===== src/rtl/jump_target_buffer.sv =====
// Direct-mapped jump target buffer: caches J/JAL instruction-index fields by PC so that fetch
// can redirect a cycle early. Optional hit/miss statistics are enabled by defining JTB_STATS_EN.
module jump_target_buffer #(
  parameter int unsigned DEPTH = 16
) (
  input  logic        CLK,
  input  logic        nRST,
  input  logic        lookup_en,
  input  logic [31:0] lookup_pc,
  output logic        hit,
  output logic [31:0] pred_target,
  input  logic        upd_en,
  input  logic [31:0] upd_pc,
  input  logic [31:0] upd_target,
  output logic        upd_err,
  input  logic        flush_req,
  output logic        busy
`ifdef JTB_STATS_EN
  ,
  output logic [31:0] hit_cnt,
  output logic [31:0] miss_cnt
`endif
);

  localparam int unsigned IDX_W = $clog2(DEPTH);
  localparam int unsigned TAG_W = 30 - IDX_W;
  localparam logic [IDX_W-1:0] LAST_IDX = IDX_W'(DEPTH - 1);

  localparam logic StIdle  = 1'b0;
  localparam logic StClear = 1'b1;

  logic                 state_q, state_d;
  logic [IDX_W-1:0]     cnt_q, cnt_d;
  logic [DEPTH-1:0]     valid_q, valid_d;
  logic [TAG_W-1:0]     tag_q [DEPTH];
  logic [25:0]          imm_q [DEPTH];
  logic                 upd_err_q, upd_err_d;

  logic [IDX_W-1:0]     lk_idx, up_idx;
  logic [TAG_W-1:0]     lk_tag, up_tag;
  logic [31:0]          lk_pc4, up_pc4;
  logic                 upd_legal, upd_accept, upd_write;

  // Lookup path
  assign lk_idx = lookup_pc[IDX_W+1:2];
  assign lk_tag = lookup_pc[31:IDX_W+2];
  assign lk_pc4 = lookup_pc + 32'd4;

  assign busy = (state_q == StClear);
  assign hit  = valid_q[lk_idx] && (tag_q[lk_idx] == lk_tag) && !busy;

  always_comb begin
    pred_target = lk_pc4;
    if (hit) begin
      pred_target = {lk_pc4[31:28], imm_q[lk_idx], 2'b00};
    end
  end

  // Update path: the target must share the region of upd_pc + 4 so it can be rebuilt on lookup
  assign up_idx     = upd_pc[IDX_W+1:2];
  assign up_tag     = upd_pc[31:IDX_W+2];
  assign up_pc4     = upd_pc + 32'd4;
  assign upd_legal  = (upd_target[1:0] == 2'b00) && (upd_target[31:28] == up_pc4[31:28]);
  assign upd_accept = upd_en && (state_q == StIdle) && !flush_req;
  assign upd_write  = upd_accept && upd_legal;

  always_comb begin
    state_d   = state_q;
    cnt_d     = cnt_q;
    valid_d   = valid_q;
    upd_err_d = upd_accept && !upd_legal;
    case (state_q)
      StIdle: begin
        if (flush_req) begin
          state_d = StClear;
          cnt_d   = '0;
        end else if (upd_write) begin
          valid_d[up_idx] = 1'b1;
        end
      end
      StClear: begin
        valid_d[cnt_q] = 1'b0;
        cnt_d          = cnt_q + 1'b1;
        if (cnt_q == LAST_IDX) begin
          state_d = StIdle;
        end
      end
      default: begin
        state_d = StIdle;
      end
    endcase
  end

  always_ff @(posedge CLK or negedge nRST) begin
    if (!nRST) begin
      state_q   <= StIdle;
      cnt_q     <= '0;
      valid_q   <= '0;
      upd_err_q <= 1'b0;
    end else begin
      state_q   <= state_d;
      cnt_q     <= cnt_d;
      valid_q   <= valid_d;
      upd_err_q <= upd_err_d;
    end
  end

  // Tag and payload need no reset: they are qualified by the valid bits
  always_ff @(posedge CLK) begin
    if (upd_write) begin
      tag_q[up_idx] <= up_tag;
      imm_q[up_idx] <= upd_target[27:2];
    end
  end

  assign upd_err = upd_err_q;

`ifdef JTB_STATS_EN
  logic [31:0] hit_cnt_q, hit_cnt_d;
  logic [31:0] miss_cnt_q, miss_cnt_d;

  always_comb begin
    hit_cnt_d  = hit_cnt_q;
    miss_cnt_d = miss_cnt_q;
    if (lookup_en) begin
      if (hit) begin
        if (hit_cnt_q != 32'hFFFF_FFFF) hit_cnt_d = hit_cnt_q + 32'd1;
      end else begin
        if (miss_cnt_q != 32'hFFFF_FFFF) miss_cnt_d = miss_cnt_q + 32'd1;
      end
    end
  end

  always_ff @(posedge CLK or negedge nRST) begin
    if (!nRST) begin
      hit_cnt_q  <= '0;
      miss_cnt_q <= '0;
    end else begin
      hit_cnt_q  <= hit_cnt_d;
      miss_cnt_q <= miss_cnt_d;
    end
  end

  assign hit_cnt  = hit_cnt_q;
  assign miss_cnt = miss_cnt_q;
`else
  logic unused_lookup_en;
  assign unused_lookup_en = lookup_en;
`endif

endmodule


===== config.mk =====
export PLATFORM = sky130hd
export DESIGN_NAME = jump_target_buffer
export DESIGN_NICKNAME = d
export VERILOG_FILES = /design/src/rtl/jump_target_buffer.sv
export SDC_FILE = /design/constraint.sdc
export NUM_CORES = 1
export LEC_CHECK = 0
export CAP_MARGIN = 30
export CELL_PAD_IN_SITES_DETAIL_PLACEMENT = 1
export CELL_PAD_IN_SITES_GLOBAL_PLACEMENT = 1
export CORE_MARGIN = 3
export CORE_UTILIZATION = 45
export CTS_CLUSTER_SIZE = 14
export DETAILED_ROUTE_END_ITERATION = 7
export PLACE_DENSITY_LB_ADDON = 0.15
export SYNTH_ARGS = -nofsm -noshare
export SYNTH_HDL_FRONTEND = slang
export SYNTH_SLANG_ARGS = --single-unit

===== constraint.sdc =====
create_clock -name CLK -period 9.4 [get_ports CLK]
set_clock_uncertainty 0.1 [all_clocks]
set_input_delay 2.82 -clock CLK [delete_from_list [all_inputs] [get_ports CLK]]
set_output_delay 2.82 -clock CLK [all_outputs]
set_load 0.01 [all_outputs]

==> impl_results.md, run 1 <==
- First drt pass iteration count: 5
- Crit path arrival time: 6.36 ns
- Cell area after synthesis: 34600 sq um
- Max cap viols: 0
- Metal-1 WL: 40700 um
- Synth area leader: edfxtp_1
- Proportion of layout cells with a drive suffix above 1: 27.8%
- Crit. End Element: output port
- Slew HR: 38.8%
- Die X: 283 um
- DR DRC count: 0
- Via density: 5.98
- WL/cell: 31.8 um
- Initial Util: 45.5%
- CP max FO: 21
- Peak VDD IR: 0.220 mV
- Most frequent cells in the layout: edfxtp_1, mux4_2, clkdlybuf4s50_1, buf_4, clkbuf_16
- DR iter-0 viols: approximately 2100
- Die H: roughly 280 um
- F_max: around 0.11 GHz
- Yosys Warn Count: 0
- Post-synthesis sequential area ratio: 73.7%
- Clock network power share: 42.9%
- I/O Buffers: 132
- CTS tree: yes
- Die ar.: 80400 sq um
- Core footprint: 76100 sq um
- Power share of the sequential group: 49.9%
- Gate power share: 7.2%
- Fin util: 54.2%
- Sw Ratio: 21.9%
- Max-slew violations: 0
- Largest net degree at the start of global routing: 82
- Area contributors post-synth: edfxtp_1, mux4_2, mux2i_1
- Unrepaired setup endpoints after global routing: false
- # hold bufs at CTS: 0
- Met3 wire len: 6150 um
- Placed cell count: 2851
- Sink Count: 854
- CP required: 6.48 ns
- Post-place setup slack: -0.0325 ns
- #FFs+latches synth: 854
- Switching power: 1.85 mW
- Gr ovfl total: 0
- Worst-path clk slew: 0.06 ns
- Synth unique cells: 72
- Top Layer Used: met4
- Synthesis-to-finish area growth: 19.1%
- Hold Violations, Final: 0
- Vias in the first global route: just under 20000
- First-pass GRT wire length: 138000 um
- Syn Area/Cell: 20.9 sq um
- Root Buffer: clkbuf_16
- Hold Path Class: register to register
- Rows: around 100
- DP HPWL: 56300 um
- Internal power: 6.59 mW
- I/O Pins: 136
- Commonest register cell after synthesis: edfxtp_1
- PD cells: 205 nW/um^2
- Async set-reset flop share out of synthesis: ~2.6%
- Non-Filler Instances: 3027
- Worst setup path class: input port to output port
- Num CTS Buffers: 91
- GRT Util Overall: 23.8%
- Fin nets: roughly 2000
- Syn nets: 1763
- Final Wtd Congestion: 0.900
- Final setup viols: 0
- Routed via count: 18101
- Fin crit share: between 90% and 100%
- Number of synthesized flops with an enable pin: 832
- Outcome: finished, final reports clean
- H-tree depth: 3
- Worst-skew pair later-pin latency: 0.64 ns
- WL final: around 96000 um
- Initial antenna violation count: 2
- Clock buffer depth: 3
- Worst Setup Slack, final: 0.120 ns
- Cells after Synth: 1657
- Fillers: 6674
- Crit path launch type: input port
- Fin crit period: 9.28 ns
- Leading cell type in the layout, fill and taps excluded: edfxtp_1
- Met2 routed WL: 47600 um
- Share of the synthesized area in the top cell type: 72.1%
- DRT antenna net count: 0
- Least-Margin Pin Slew: 0.916 ns
- Leakage: 13.4 nW
cell type report:
type,instances,area [sq um],share of cell area (%)
repair buffers,269,2720,6.60
clock buffers,107,2350,5.69
flip-flops and latches,854,25500,61.9
well taps,1030,1290,3.12
multi-input cells,696,8650,21.0
diodes,2,5.00,0.0121
clock inverters,55,642,1.56
inverters,14,53.8,0.130
cells by family after synthesis:
family / count (synthesis) / synth area share [%]
buffers and inverters: 107 / 1.83
multiplexers: 310 / 17.3
AO/OA/AOI/OAI: 110 / 2.26
XOR/XNOR: 50 / 1.29
adder cells (fa/ha/maj): 5 / 0.181
flip-flops: 854 / 73.7
AND/OR/NAND/NOR: 221 / 3.48
flip-flops by register name (all words and copies together) (netlist names):
| signal | flops |
|---|---|
| imm_q | 416 |
| busy | 1 |
| valid_q | 16 |
| upd_err | 1 |
| tag_q | 416 |
| cnt_q | 4 |
layer usage:
metal,global-route usage [%],vias up
li1,-,7472
met1,33.9,9853
met2,39.2,652
met3,3.71,124
met4,5.48,0
met5,0,-
critical path, cell delays in order:
cell	delay, ns
buf_12	0.16
buf_16	0.23
buf_4	0.22
mux4_2	0.52
o21ai_0	0.22
or4b_1	0.26
nand4_1	0.17
nor4_2	0.29
and4_4	0.33
buf_12	0.20
mux2_2	0.38
clkdlybuf4s50_1	0.49
synthesized netlist by cell type (10+ instances only):
| library cell | count |
|---|---|
| or3_1 | 12 |
| o22ai_1 | 10 |
| a22oi_1 | 11 |
| nand4_1 | 33 |
| mux2i_1 | 64 |
| nand3_1 | 13 |
| mux4_2 | 213 |
| clkbuf_1 | 39 |
| nor2_1 | 43 |
| edfxtp_1 | 832 |
| nand2_1 | 45 |
| buf_1 | 10 |
| buf_2 | 18 |
| xnor2_1 | 41 |
| nor3_1 | 12 |
| dfrtp_1 | 22 |
| buf_6 | 11 |
| o22a_1 | 10 |
| inv_1 | 12 |
| mux2_4 | 17 |
| o21ai_0 | 29 |
timing repair:
item,4_1_cts,5_1_grt
gates resized for setup,2,21
endpoints found under the setup margin,3,28
buffers inserted,0,10
pin swaps,0,1
gates cloned,0,2
stage by stage:
| step | setup TNS (ns) | cell area [sq um] | hold WS, ns | total power [mW] |
|---|---|---|---|---|
| finish | 0 | 41200 | 0.384 | 8.44 |
| global route | 0 | 41200 | 0.399 | 8.73 |
| global placement | -0.0403 | 38000 | 0.355 | 4.87 |
| CTS | 0 | 41000 | 0.387 | 8.51 |
| floorplan | 0 | 34600 | 0.344 | 4.61 |
| detailed placement | -0.0325 | 38000 | 0.373 | 4.89 |
worst paths after layout:
check | from | end | slack (ns) | depth (start not counted)
min in group asynchronous | nRST | valid_q[0] | 2.38 | 1
max in group asynchronous | nRST | valid_q[12] | 6.38 | 2
worst max-delay path | lookup_pc[2] | pred_target[5] | 0.12 | 12
worst min-delay path | valid_q[2] | valid_q[2] | 0.38 | 1
worst max register to register | busy | tag_q[4][21] | 6.43 | 7
worst min register to register | valid_q[2] | valid_q[2] | 0.38 | 1
power by group through the flow:
| stage | Clock [mW] | Combinational [mW] | Sequential (mW) |
|---|---|---|---|
| 2_1_floorplan | 0 | 0.321 | 4.28 |
| 3_3_place_gp | 0 | 0.577 | 4.29 |
| 3_5_place_dp | 0 | 0.595 | 4.29 |
| 4_1_cts | 3.70 | 0.598 | 4.21 |
| 5_1_grt | 3.86 | 0.650 | 4.22 |
| 6_report | 3.62 | 0.606 | 4.21 |
No activity file was read; power rests on OpenSTA's default activity.
==> run 2: changes to the inputs <==
- SKIP_LAST_GASP: default -> 1
==> run 2 against run 1 <==
Clock-buffer cell count is the same. Flip-flop and latch count is the same. Non-clock buffer count is the same. Worst setup slack lost 0.078 ns. Worst hold slack lost 0.0037 ns. First-iteration DRC count shrank 0.29%. Final cell count is the same. Utilization shrank 0.058 points. Sequential power is essentially flat. Critical path type unchanged.
==> impl_results.md, run 2 (synthesis results as in run 1) <==
- DP Area: 38000 sq um
- Fin Setup TNS: 0 ns
- Placed cell count: ~2900
- CP required: roughly 6.5 ns
- I/O Pins: approximately 140
- F_max: 0.107 GHz
- PD cells: 205 nW/um^2
- Sw Ratio: 21.9%
- Worst-skew pair later-pin latency: approximately 0.64 ns
- Routed via count: 18066
- Proportion of layout cells with a drive suffix above 1: 27.6%
- Outcome: finished, final reports clean
- Root Buffer: clkbuf_16
- Initial Util: 45.5%
- Final Wtd Congestion: 0.900
- WL/cell: 31.7 um
- Fin crit share: between 90% and 100%
- CP top delay family: buffers and inverters
- Register Area: 25500 sq um
- Rows: 101
- HP Start: valid_q[2]
- CTS tree: yes
- Initial antenna violation count: 2
- Internal power: 6.59 mW
- Fin nets: 2032
- Most frequent cells in the layout: edfxtp_1, mux4_2, clkdlybuf4s50_1, buf_4, clkbuf_16
- CP max FO: 21
- Fin crit period: 9.36 ns
- Max cap viols: 0
- Unrepaired setup endpoints after global routing: true
- Worst Setup Slack, final: roughly 0.042 ns
- Vias in the first global route: between 15000 and 20000
- Clock buffer depth: 3
- Least-Margin Pin Slew: between 0.9 and 1 ns
- Crit path launch type: input port
- WHS: 0.380 ns
- H-tree depth: 3
- Non-Filler Instances: 3027
- Die H: 283 um
- Clock network power share: 42.9%
- DR DRC count: 0
- Crit. End Element: output port
- Gr ovfl total: 0
- I/O Buffers: 132
- Synthesis-to-finish area growth: 18.9%
- Busiest grt layer: met2
- Leakage: 13.3 nW
- Hold Path Class: register to register
- Via density: 5.97
- First-pass GRT wire length: 138000 um
- # hold bufs at CTS: 0
- Biggest regs: imm_q x416, tag_q x416, valid_q x16
- Die ar.: approximately 80000 sq um
- Hold Violations, Final: 0
- Met3 Resource Use GR: ~3.7%
- Slew HR: between 30% and 40%
- Sink Count: 854
- GRT Util Overall: 23.8%
- Switching power: 1.85 mW
- DR iter-0 viols: 2087
- Worst-path clk slew: 0.06 ns
- Gate power share: 7.2%
- Final instance area: 41200 sq um
- Critical Path Source: lookup_pc[2]
- M2 GR Usage: 39.2%
- Num CTS Buffers: 91
- Total power: 8.44 mW
- Final setup viols: 0
- Largest net degree at the start of global routing: 82
- Fin util: between 50% and 60%
- Core footprint: 76100 sq um
- WL final: roughly 96000 um
- Crit path arrival time: between 6 and 7 ns
- Slowest CP cell: clkdlybuf4s50_1
- Worst setup path class: input port to output port
- Critical Path Max Stage Delay: ~0.5 ns
- Area of the multi-input gates: 8620 sq um
- Leading cell type in the layout, fill and taps excluded: edfxtp_1
- Buffers & Inverters on Critical Path: 5
- Post-place setup slack: -0.0325 ns
- DP HPWL: 56300 um
- First drt pass iteration count: 5
- RR Startpoint: busy
- Worst path cell trace: buf_8, buf_12, buf_4, mux2i_2, mux2_2, o21ai_1, a32oi_2, o2111ai_1, nor4_1, and4_4, buf_12, mux2_2, clkdlybuf4s50_1
- Fillers: 6675
- Die X: around 280 um
- DRT antenna net count: 0
- Met1 usage: 33.9%
- Peak VDD IR: 0.218 mV
- Power share of the sequential group: 49.9%
- Max-slew violations: 0
==> run 2: layout make-up <==
cell class	count	share of cell area, %
multi-input combinational	696	20.9
sequential	854	62.0
timing repair buffer	269	6.57
clock buffer	107	5.70
inverter	14	0.131
antenna	2	0.0121
clock inverter	55	1.56
tap	1030	3.13
==> run 2: power by group through the flow <==
stage	Clock (mW)	Combinational, mW	Sequential (mW)
2_1_floorplan	0	0.321	4.28
3_3_place_gp	0	0.577	4.29
3_5_place_dp	0	0.595	4.29
4_1_cts	3.70	0.598	4.21
5_1_grt	3.86	0.647	4.22
6_report	3.62	0.603	4.21
==> run 2: worst paths after layout <==
kind / end / slack [ns] / cells after the start
max in group asynchronous: valid_q[12] / 6.39 / 2
worst max-delay path: pred_target[6] / 0.04 / 13
min in group asynchronous: valid_q[0] / 2.38 / 1
worst max register to register: tag_q[4][9] / 6.43 / 7
worst min register to register: valid_q[2] / 0.38 / 1
worst min-delay path: valid_q[2] / 0.38 / 1
==> run 2: worst reg2reg max path, stage by stage (launching register included) <==
cell      delay [ns]
dfrtp_1         0.36
buf_4           0.20
nor2_1          0.21
and2_1          0.23
nand3b_1        0.29
or2_1           0.44
nor2_4          0.13
buf_4           0.59
==> run 2: repair_timing <==
| item | in CTS | in global routing |
|---|---|---|
| cloned | 0 | 2 |
| pin swaps | 0 | 1 |
| resized for setup | 2 | 13 |
| setup buffers | 0 | 10 |
| endpoints found under the setup margin | 3 | 28 |
==> run 2: routing by layer <==
layer | wire (um) | part of all wire (%) | vias to the layer above
met5 | 0 | 0 | -
met4 | 1670 | 1.7 | 0
met3 | 6680 | 7.0 | 118
met2 | 47300 | 49 | 704
met1 | 40300 | 42 | 9770
li1 | - | - | 7474
